**config.mk**
```make
export PLATFORM = sky130hd
export DESIGN_NAME = fetch_queue
export DESIGN_NICKNAME = d
export VERILOG_FILES = /design/src/rtl/fetch_queue.sv
export SDC_FILE = /design/constraint.sdc
export NUM_CORES = 1
export LEC_CHECK = 0
export CAP_MARGIN = 5
export CORE_UTILIZATION = 54
export CTS_CLUSTER_DIAMETER = 30
export CTS_CLUSTER_SIZE = 16
export DETAILED_ROUTE_END_ITERATION = 16
export PLACE_DENSITY = 0.86
export SLEW_MARGIN = 20
export SYNTH_ARGS = -nofsm -noshare
export SYNTH_HDL_FRONTEND = slang
export SYNTH_SLANG_ARGS = --single-unit
```
**constraint.sdc**
```tcl
create_clock -name clk -period 4.21 [get_ports clk]
set_clock_uncertainty 0.05 [all_clocks]
set_input_delay 0.421 -clock clk [delete_from_list [all_inputs] [get_ports clk]]
set_output_delay 0.421 -clock clk [all_outputs]
set_load 0.01 [all_outputs]
```
**src/rtl/fetch_queue.sv**
```systemverilog
// rtl/fetch_queue.sv - PC owner and small {pc, instr} FIFO feeding decode; optional FETCH_OOB_HALT_EN halts fetch past the ROM
module fetch_queue #(
    parameter int          DEPTH     = 4,
    parameter int          MEM_BYTES = 1024,
    parameter logic [63:0] RESET_PC  = 64'h0
) (
    input  logic                     clk,
    input  logic                     reset,
    output logic [63:0]              imem_addr,
    input  logic [31:0]              imem_instr,
    input  logic                     stall,
    input  logic                     redirect_valid,
    input  logic [63:0]              redirect_pc,
    output logic                     out_valid,
    output logic [31:0]              out_instr,
    output logic [63:0]              out_pc,
    input  logic                     out_ready,
    output logic [$clog2(DEPTH):0]   count,
    output logic                     halted
);
    localparam int AW = $clog2(DEPTH);
    localparam int CW = AW + 1;

    localparam logic [0:0] RUN  = 1'b0;
    localparam logic [0:0] HALT = 1'b1;

    logic [63:0]   pc;
    logic [AW-1:0] head;
    logic [AW-1:0] tail;
    logic [CW-1:0] cnt;
    logic [0:0]    state;

    logic [31:0]   instr_q [DEPTH];
    logic [63:0]   pc_q    [DEPTH];

    logic        deq;
    logic        enq;
    logic        full;
    logic        oob;
    logic [63:0] redir_target;

    assign redir_target = redirect_pc & ~64'd3;

`ifdef FETCH_OOB_HALT_EN
    assign oob = (pc + 64'd3) >= 64'(MEM_BYTES);
`else
    assign oob = 1'b0;
`endif

    assign out_valid = (cnt != '0);
    assign deq       = out_valid & out_ready;
    assign full      = (cnt == CW'(DEPTH));
    assign enq       = (state == RUN) & ~stall & ~redirect_valid & ~oob & (~full | deq);

    assign imem_addr = pc;
    assign count     = cnt;
    assign halted    = (state == HALT);

    // Head entry is gated so the outputs read zero whenever the queue is empty.
    assign out_instr = out_valid ? instr_q[head] : 32'h0;
    assign out_pc    = out_valid ? pc_q[head]    : 64'h0;

    always_ff @(posedge clk or posedge reset) begin
        if (reset) begin
            pc    <= RESET_PC;
            head  <= '0;
            tail  <= '0;
            cnt   <= '0;
            state <= RUN;
        end else if (redirect_valid) begin
            pc    <= redir_target;
            head  <= '0;
            tail  <= '0;
            cnt   <= '0;
            state <= RUN;
        end else begin
            if (enq) begin
                pc   <= pc + 64'd4;
                tail <= tail + AW'(1);
            end
            if (deq) begin
                head <= head + AW'(1);
            end
            cnt <= cnt + CW'(enq) - CW'(deq);
            // oob is tied low unless the halt feature is built in.
            if (state == RUN && oob) begin
                state <= HALT;
            end
        end
    end

    always_ff @(posedge clk) begin
        if (enq) begin
            instr_q[tail] <= imem_instr;
            pc_q[tail]    <= pc;
        end
    end
endmodule

```
==> flow_summary.json, run 1 <==
{
  "status": "finished, final reports clean",
  "fillers": 1881,
  "synth_edf_count": 376,
  "rsz0062_at_grt": "false",
  "drc": 0,
  "p_leak_nw": 8.22,
  "post-route-period-util_pct": 80.7,
  "synth_seq_area_share_pct": 71.3,
  "drv_cap": 0,
  "routed_wirelength_microns": 46800,
  "finalMaxSlewViolations": 0,
  "relSlewSlack_pct": 38.3,
  "r2r_end": "imem_addr[51]$_DFFE_PP0N_",
  "clk_latency_ns": 0.59,
  "cts_resized": 0,
  "finalHoldViolations": 0,
  "fp.dieW_microns": 186,
  "ir_drop_uv": 361,
  "fmax_ghz": 0.294,
  "grt_pass1_vias": 11900,
  "r2r_cells": 5,
  "routedWlPerCell_microns": 24.6,
  "critical_path.endpoint_type": "output port",
  "cts_root_buf": "clkbuf_16",
  "pin_count": 266,
  "worst_path_max_delay_cell": "dfrtp_4",
  "vias": 11500,
  "cp_cell_sequence": "buf_12 > mux4_2 > and2_1 > clkdlybuf4s50_1",
  "grt_first_pass_wirelength_microns": 69300,
  "grt_util_met2_pct": 45.4,
  "htreeDepth": 3,
  "period_needed_ns": 3.40,
  "syn_area_sq_um": 18300,
  "vias_per_cell": 6.05,
  "floorplan.die_area_sq_um": 34600,
  "layout.cells.non_filler": 1903,
  "drt-pass1-iter-count": 5,
  "holdWs_ns": 0.251,
  "gp_congestion": 0.780,
  "syn-mean-instance-area_sq_um": 17.1,
  "nNetsFinal": 1495,
  "synth_cells": 1071,
  "worstPathRequired_ns": 3.74,
  "critPathMaxFanout": 53,
  "ys_seq_elements": 445,
  "hp-class": "input pin to async pin",
  "critPathMaxStageDelay_ns": 0.89,
  "path_clk_slew_ns": 0.05,
  "r2r_slack_ns": 0.92,
  "cp_data_arrival_time_ns": 2.93,
  "area_delta_synth_final_pct": 33.2,
  "worst-setup-path-type": "flop to output port",
  "grt.busiest_layer": "met2",
  "synth_flop_cell": "edfxtp_1",
  "power_mw": 15.6,
  "layout-drive-gt1-share_pct": 19.3,
  "antenna_found_initial": 4,
  "grt_remaining_overflow": 0,
  "worst_pin_slew_ns": 0.926,
  "start_kind": "flop",
  "port_buffers": 258,
  "dpl.cell_count": 1741,
  "start_util_pct": 55.4,
  "fp-row-count": 66,
  "hold_buffers": 0,
  "grt_util_met3_pct": 6.83,
  "core_area_sq_um": 32900,
  "die_h_microns": 186,
  "cts_tree": "yes",
  "synth.distinct_cells": 45,
  "grt_max_degree": 70,
  "dp_hpwl_microns": 26600,
  "post-cts-setup-buffers": 0,
  "gr-usage-all-layers_pct": 27.4,
  "r2r_start": "imem_addr[7]$_DFFE_PP0N_",
  "finalSetupTns_ns": 0,
  "clockBufferDepth": 3,
  "p_per_area_nw_per_um2": 641,
  "yosysWarningCount": 0,
  "clock-sinks": 445,
  "drt_iter0_markers": 935,
  "setup_viol": 0,
  "async_reset_ff_share_pct": 15.5,
  "met1_usage_pct": 35.0,
  "ant_nets": 0,
  "cts_buffers": 85
}
[layer usage]
layer,share of wire [%],up-vias
met3,9.5,126
met1,38,5857
met4,2.8,6
li1,-,4865
met2,50,653
met5,0.081,-
[worst max-delay path, delay by kind of cell, from the launching register on]
family / cells / cell delay (ns)
buffers and inverters: 2 / 0.89
muxes: 1 / 0.37
DFF: 1 / 0.89
and+or+nand+nor: 1 / 0.18
[registers in the layout, summed over array words and instances, names as in the netlist]
register,cells
imem_addr,62
pc_q,248
count,3
tail,2
head,2
instr_q,128
[cell families after synthesis]
family | synth area share, %
other | 0.0205
DFF | 71.3
AOI/OAI and AO/OA | 2.66
and+or+nand+nor | 10.2
buffers and inverters | 1.62
adders and majority gates | 0.589
xor gates and xnor gates | 1.82
muxes | 11.8
[final cells by class]
type | instances | area (sq um) | area share (%)
inverter | 11 | 42.5 | 0.175
multi-input combinational | 560 | 4990 | 20.5
clock inverter | 54 | 588 | 2.42
antenna | 2 | 5.00 | 0.0206
clock buffer | 106 | 2290 | 9.39
tap | 442 | 553 | 2.27
sequential | 445 | 13000 | 53.5
timing repair buffer | 283 | 2840 | 11.7
[cell usage after synthesis (18+ instances only)]
library cell | count | share of area (%)
o21ai_0 | 40 | 1.1
nor2_1 | 28 | 0.58
xor2_1 | 29 | 1.4
clkbuf_1 | 43 | 0.88
a31oi_1 | 18 | 0.62
or4_1 | 19 | 0.78
mux4_2 | 94 | 12
nand2_1 | 68 | 1.4
edfxtp_1 | 376 | 62
nand4_1 | 30 | 1.0
dfrtp_1 | 69 | 9.5
and2_1 | 100 | 3.4
nand3_1 | 24 | 0.66
[worst max-delay path by stage]
stage                                    from                 endpoint  slack [ns]  cells after the start
after global routing      head[1]$_DFFE_PP0P_               out_pc[46]        0.70                      4
after CTS                 head[1]$_DFFE_PP0P_            out_instr[27]        0.77                      4
final                     head[1]$_DFFE_PP0P_            out_instr[27]        0.81                      4
after detailed placement            out_ready       count[2]$_DFF_PP0_        0.97                     11
after floorplan                redirect_valid  instr_q[1][0]$_DFFE_PP_        0.54                      3
after global placement              out_ready       count[2]$_DFF_PP0_        1.05                     11
[report_power, final]
group | leakage (nW) | switching, mW | internal, mW
Combinational | 2.63 | 1.64 | 1.97
Clock | 1.37 | 2.30 | 4.32
Sequential | 4.23 | 0.266 | 5.10
Total | 8.22 | 4.20 | 11.4
[stage by stage]
step / util [%] / area, sq um / setup WS (ns)
after floorplan: - / 18300 / 0.544
after detailed placement: 65.1 / 21500 / 0.972
after CTS: 73.8 / 24300 / 0.771
final: 73.9 / 24300 / 0.813
after global placement: 65.1 / 21500 / 1.05
after global routing: 73.8 / 24300 / 0.704
[layout by cell type, fill, tap and decap left out, types with 5 or more instances in the layout]
| cell type | synthesis | routed |
|---|---|---|
| edfxtp_1 | 376 | 376 |
| a22oi_1 | 6 | 6 |
| o31ai_1 | 12 | 12 |
| clkinvlp_4 | 0 | 13 |
| nand2_1 | 68 | 68 |
| xor2_1 | 29 | 29 |
| clkbuf_16 | 0 | 85 |
| o21ai_0 | 40 | 40 |
| clkbuf_1 | 43 | 13 |
| buf_12 | 0 | 6 |
| a31oi_1 | 18 | 18 |
| conb_1 | 1 | 5 |
| and2_1 | 100 | 96 |
| and3_1 | 8 | 8 |
| inv_1 | 11 | 10 |
| nand4_1 | 30 | 30 |
| nor2_1 | 28 | 28 |
| bufinv_16 | 0 | 7 |
| or3_1 | 9 | 8 |
| nor4_1 | 10 | 8 |
| clkdlybuf4s50_1 | 0 | 257 |
| and4_1 | 6 | 6 |
| mux4_2 | 94 | 94 |
| nand3_1 | 24 | 24 |
| xnor2_1 | 9 | 9 |
| dfrtp_1 | 69 | 67 |
| or4_1 | 19 | 19 |
| ha_1 | 7 | 7 |
| nor2b_1 | 10 | 10 |
| clkbuf_8 | 0 | 8 |
| nor3_1 | 7 | 7 |
| buf_4 | 5 | 19 |
| inv_6 | 0 | 11 |
| clkinv_2 | 0 | 12 |
(Power assumes the default switching activity.)
==> run 2, diff against run 1 <==
==> constraint.sdc (replaced) <==
create_clock -name clk -period 3.3 [get_ports clk]
set_clock_uncertainty 0.05 [all_clocks]
set_input_delay 0.33 -clock clk [delete_from_list [all_inputs] [get_ports clk]]
set_output_delay 0.33 -clock clk [all_outputs]
set_load 0.01 [all_outputs]
==> flow_summary.json, run 2 (same netlist as run 1, synthesis figures left out) <==
{
  "p_per_area_nw_per_um2": 813,
  "hold_buffers": 0,
  "grt_util_met3_pct": 7.57,
  "clock-sinks": 445,
  "cts_tree": "yes",
  "core_area_sq_um": 32900,
  "grt.busiest_layer": "met2",
  "r2r_cells": 7,
  "dp_hpwl_microns": 26900,
  "start_util_pct": 55.4,
  "routed_wirelength_microns": 45900,
  "path_clk_slew_ns": 0.05,
  "post-route-period-util_pct": 92.9,
  "antenna_found_initial": 6,
  "fin_area_sq_um": 24400,
  "grt_remaining_overflow": 0,
  "critPathMaxFanout": 27,
  "final.setup.worst_slack_ns": 0.236,
  "clockBufferDepth": 3,
  "hp-class": "input pin to async pin",
  "mostFrequentLayoutCell": "edfxtp_1",
  "power_mw": 19.9,
  "worst-setup-path-type": "flop to output port",
  "grt_util_met2_pct": 44.8,
  "worst_path_max_delay_cell": "dfrtp_4",
  "r2r_end": "imem_addr[60]$_DFFE_PP0N_",
  "drc": 0,
  "grt_first_pass_wirelength_microns": 69100,
  "met1_usage_pct": 34.3,
  "htreeDepth": 3,
  "rsz0062_at_grt": "false",
  "grt_max_degree": 74,
  "drt_iter0_markers": 954,
  "finalHoldViolations": 0,
  "pin_count": 266,
  "cp_data_arrival_time_ns": 2.68,
  "critical_path_buf_inv_count": 2,
  "gr-usage-all-layers_pct": 27.2,
  "pre_cts_ws_ns": 0.437,
  "fp-row-count": 66,
  "vias_per_cell": 5.99,
  "setup_viol": 0,
  "finalMaxSlewViolations": 0,
  "period_needed_ns": 3.06,
  "floorplan.die_area_sq_um": 34600,
  "relSlewSlack_pct": 34.9,
  "r2r_start": "imem_addr[3]$_DFFE_PP0N_",
  "crit_family": "buffers and inverters",
  "drt-pass1-iter-count": 5,
  "ir_drop_uv": 454,
  "regMostFlops": "pc_q",
  "fin_util_pct": 74.2,
  "layout_common_cells": "376 x edfxtp_1, 257 x clkdlybuf4s50_1, 96 x and2_1",
  "gp_congestion": 0.820,
  "worstPathRequired_ns": 2.92,
  "ant_nets": 0,
  "largest_reg_flops": 248,
  "layout.cells.non_filler": 1911,
  "layout-drive-gt1-share_pct": 20.2,
  "cts_root_buf": "clkbuf_16",
  "grt_pass1_vias": 12100,
  "port_buffers": 258,
  "r2r_slack_ns": 0.48,
  "clk_latency_ns": 0.57,
  "die_h_microns": 186,
  "fp.dieW_microns": 186,
  "fmax_ghz": 0.326,
  "p_leak_nw": 8.28,
  "place_area_sq_um": 21600,
  "critical_path.endpoint_type": "output port",
  "nNetsFinal": 1507,
  "drv_cap": 0,
  "worst_pin_slew_ns": 0.976,
  "cts_buffers": 83,
  "holdWs_ns": 0.216,
  "critPathMaxStageDelay_ns": 0.75,
  "status": "finished, final reports clean",
  "area_delta_synth_final_pct": 33.8,
  "routedWlPerCell_microns": 24.0,
  "vias": 11400,
  "start_kind": "flop",
  "cp_cell_sequence": "buf_4 > mux4_2 > and2_1 > clkdlybuf4s50_1",
  "dpl.cell_count": 1750,
  "finalSetupTns_ns": 0
}
-- run 2: changes by cell type in the layout (fill, tap and decap cells not counted), moves of 3 or more --
cell / delta
diode_2: +3
inv_8: +3
clkbuf_8: -4
clkbuf_1: -6
buf_4: +8
inv_6: -3
buf_12: +6
-- run 2: worst max path at each step --
| stage | from | end | cells after the start |
|---|---|---|---|
| finish | head[1]$_DFFE_PP0P_ | out_instr[17] | 4 |
| floorplan | count[2]$_DFF_PP0_ | instr_q[0][0]$_DFFE_PP_ | 3 |
| global route | count[1]$_DFF_PP0_ | out_pc[63] | 4 |
| detailed placement | out_ready | imem_addr[54]$_DFFE_PP0N_ | 8 |
| global placement | out_ready | imem_addr[54]$_DFFE_PP0N_ | 8 |
| CTS | head[0]$_DFFE_PP0P_ | out_pc[60] | 4 |
-- run 2: power by group --
| group | total (mW) | internal [mW] | switching [mW] |
|---|---|---|---|
| clock network | 8.35 | 5.49 | 2.85 |
| registers | 6.83 | 6.50 | 0.332 |
| logic | 4.69 | 2.59 | 2.10 |
-- run 2: area by class of cell --
class | instances | area, sq um
flip-flops and latches | 445 | 13000
fillers | 1787 | 8500
multi-input cells | 560 | 4990
repair buffers | 297 | 3020
clock buffers | 95 | 2180
clock inverters | 56 | 616
well taps | 442 | 553
inverters | 11 | 42.5
diodes | 5 | 12.5
-- run 2: repair_timing --
action / 4_1_cts / 5_1_grt
setup buffers: 0 / 5
setup endpoints to repair: 0 / 32
gates resized for setup: 0 / 0
-- run 2: metal layers --
| layer | routed length, microns | part of all wire, % | up-vias |
|---|---|---|---|
| met5 | 9 | 0.020 | - |
| met4 | 1210 | 2.6 | 2 |
| met3 | 4420 | 9.6 | 115 |
| met2 | 22900 | 50 | 618 |
| met1 | 17400 | 38 | 5801 |
| li1 | - | - | 4902 |
==> run 3, diff against run 2 <==
--- a/config.mk
+++ b/config.mk
@@ -11,7 +11,7 @@
 export CTS_CLUSTER_SIZE = 16
 export DETAILED_ROUTE_END_ITERATION = 16
 export PLACE_DENSITY = 0.86
-export SLEW_MARGIN = 20
+export SLEW_MARGIN = 30
 export SYNTH_ARGS = -nofsm -noshare
 export SYNTH_HDL_FRONTEND = slang
 export SYNTH_SLANG_ARGS = --single-unit
==> flow_summary.json, run 3 (same netlist as run 1, synthesis figures left out) <==
{
  "r2r_start": "imem_addr[3]$_DFFE_PP0N_",
  "clk_latency_ns": 0.57,
  "drv_cap": 0,
  "layout-drive-gt1-share_pct": 20.2,
  "critPathMaxStageDelay_ns": 0.76,
  "relSlewSlack_pct": 50.6,
  "worst-setup-path-type": "flop to output port",
  "p_per_area_nw_per_um2": 813,
  "area_delta_synth_final_pct": 33.8,
  "clockBufferDepth": 3,
  "fp.dieW_microns": 186,
  "gr-usage-all-layers_pct": 27.2,
  "largest_reg_flops": 248,
  "cts_root_buf": "clkbuf_16",
  "finalSetupTns_ns": 0,
  "nNetsFinal": 1507,
  "cp_cell_sequence": "buf_4 > mux4_2 > and2_1 > clkdlybuf4s50_1",
  "cts_resized": 0,
  "drt_iter0_markers": 879,
  "status": "finished, final reports clean",
  "p_leak_nw": 8.28,
  "setup_viol": 0,
  "gp_congestion": 0.820,
  "vias": 11500,
  "worst_pin_slew_ns": 0.740,
  "routed_wirelength_microns": 46100,
  "pre_cts_ws_ns": 0.437,
  "layout_common_cells": "376 x edfxtp_1, 257 x clkdlybuf4s50_1, 96 x and2_1",
  "final.setup.worst_slack_ns": 0.228,
  "finalMaxSlewViolations": 0,
  "critical_path.endpoint_type": "output port",
  "port_buffers": 258,
  "routedWlPerCell_microns": 24.1,
  "finalHoldViolations": 0,
  "worst_path_max_delay_cell": "dfrtp_4",
  "die_h_microns": 186,
  "crit_path_start": "head[1]$_DFFE_PP0P_",
  "start_kind": "flop",
  "mostFrequentLayoutCell": "edfxtp_1",
  "grt_max_degree": 74,
  "rsz0062_at_grt": "false",
  "drt-pass1-iter-count": 5,
  "period_needed_ns": 3.07,
  "fmax_ghz": 0.326,
  "pin_count": 266,
  "vias_per_cell": 6.01,
  "post-route-period-util_pct": 93.1,
  "core_area_sq_um": 32900,
  "clock-sinks": 445,
  "grt_pass1_vias": 12100,
  "start_util_pct": 55.4,
  "dp_hpwl_microns": 26900,
  "cts_tree": "yes",
  "regMostFlops": "pc_q",
  "ant_nets": 0,
  "cp_data_arrival_time_ns": 2.69,
  "antenna_found_initial": 6,
  "path_clk_slew_ns": 0.05,
  "worstPathRequired_ns": 2.92,
  "grt_remaining_overflow": 0,
  "floorplan.die_area_sq_um": 34600,
  "grt_first_pass_wirelength_microns": 69100,
  "drc": 0,
  "htreeDepth": 3,
  "fp-row-count": 66,
  "ir_drop_uv": 455,
  "cts_buffers": 83,
  "dpl.cell_count": 1750,
  "layout.cells.non_filler": 1911,
  "hp-class": "input pin to async pin",
  "critPathMaxFanout": 27
}
[run 3: critical path, delay by kind of cell (launching register included)]
kind | cells | cell delay, ns
flip-flops | 1 | 0.76
multiplexers | 1 | 0.34
buffers and inverters | 2 | 0.85
AND/OR/NAND/NOR | 1 | 0.18
[run 3: layer usage]
metal	global-route usage (%)	up-vias	share of wire, %
li1	-	4907	-
met1	34.3	5807	37
met2	44.8	657	50
met3	7.57	103	10
met4	10.2	2	2.4
met5	0	-	0.020
[run 3: final cells by class]
class                           instances  area [sq um]
Antenna cell                            5          12.5
Clock buffer                           95          2180
Clock inverter                         56           616
Fill cell                            1789          8500
Inverter                               11          43.8
Multi-Input combinational cell        560          4990
Sequential cell                       445         13000
Tap cell                              442           553
Timing Repair Buffer                  297          3020
[run 3: timing repair]
item                                    CTS  global route
hold buffers                              0             0
endpoints found under the setup margin    0            32
buffers inserted                          0             5
[run 3: worst paths after layout]
path	endpoint	slack, ns	cells after the start
max	out_instr[17]	0.23	4
max in group asynchronous	imem_addr[31]$_DFFE_PP0N_	2.30	3
min reg2reg	tail[1]$_DFFE_PP0N_	0.54	2
max reg2reg	imem_addr[42]$_DFFE_PP0N_	0.44	7
min in group clk	imem_addr[18]$_DFFE_PP0N_	0.27	3
min	imem_addr[10]$_DFFE_PP0N_	0.19	2
[run 3: per-stage QoR]
| step | hold slack [ns] | utilization (%) | area (sq um) | power [mW] |
|---|---|---|---|---|
| final | 0.189 | 74.2 | 24400 | 19.9 |
| after global routing | 0.233 | 74.2 | 24400 | 20.6 |
| after CTS | 0.239 | 74.0 | 24400 | 20.0 |
| after detailed placement | 0.525 | 65.6 | 21600 | 11.6 |
| after global placement | 0.495 | 65.6 | 21600 | 11.5 |
| after floorplan | 0.379 | - | 18300 | 9.18 |
[run 3: where the power goes]
part / internal [mW] / leakage [nW] / switching (mW)
clock network: 5.49 / 1.34 / 2.86
logic: 2.59 / 2.72 / 2.10
registers: 6.50 / 4.23 / 0.334
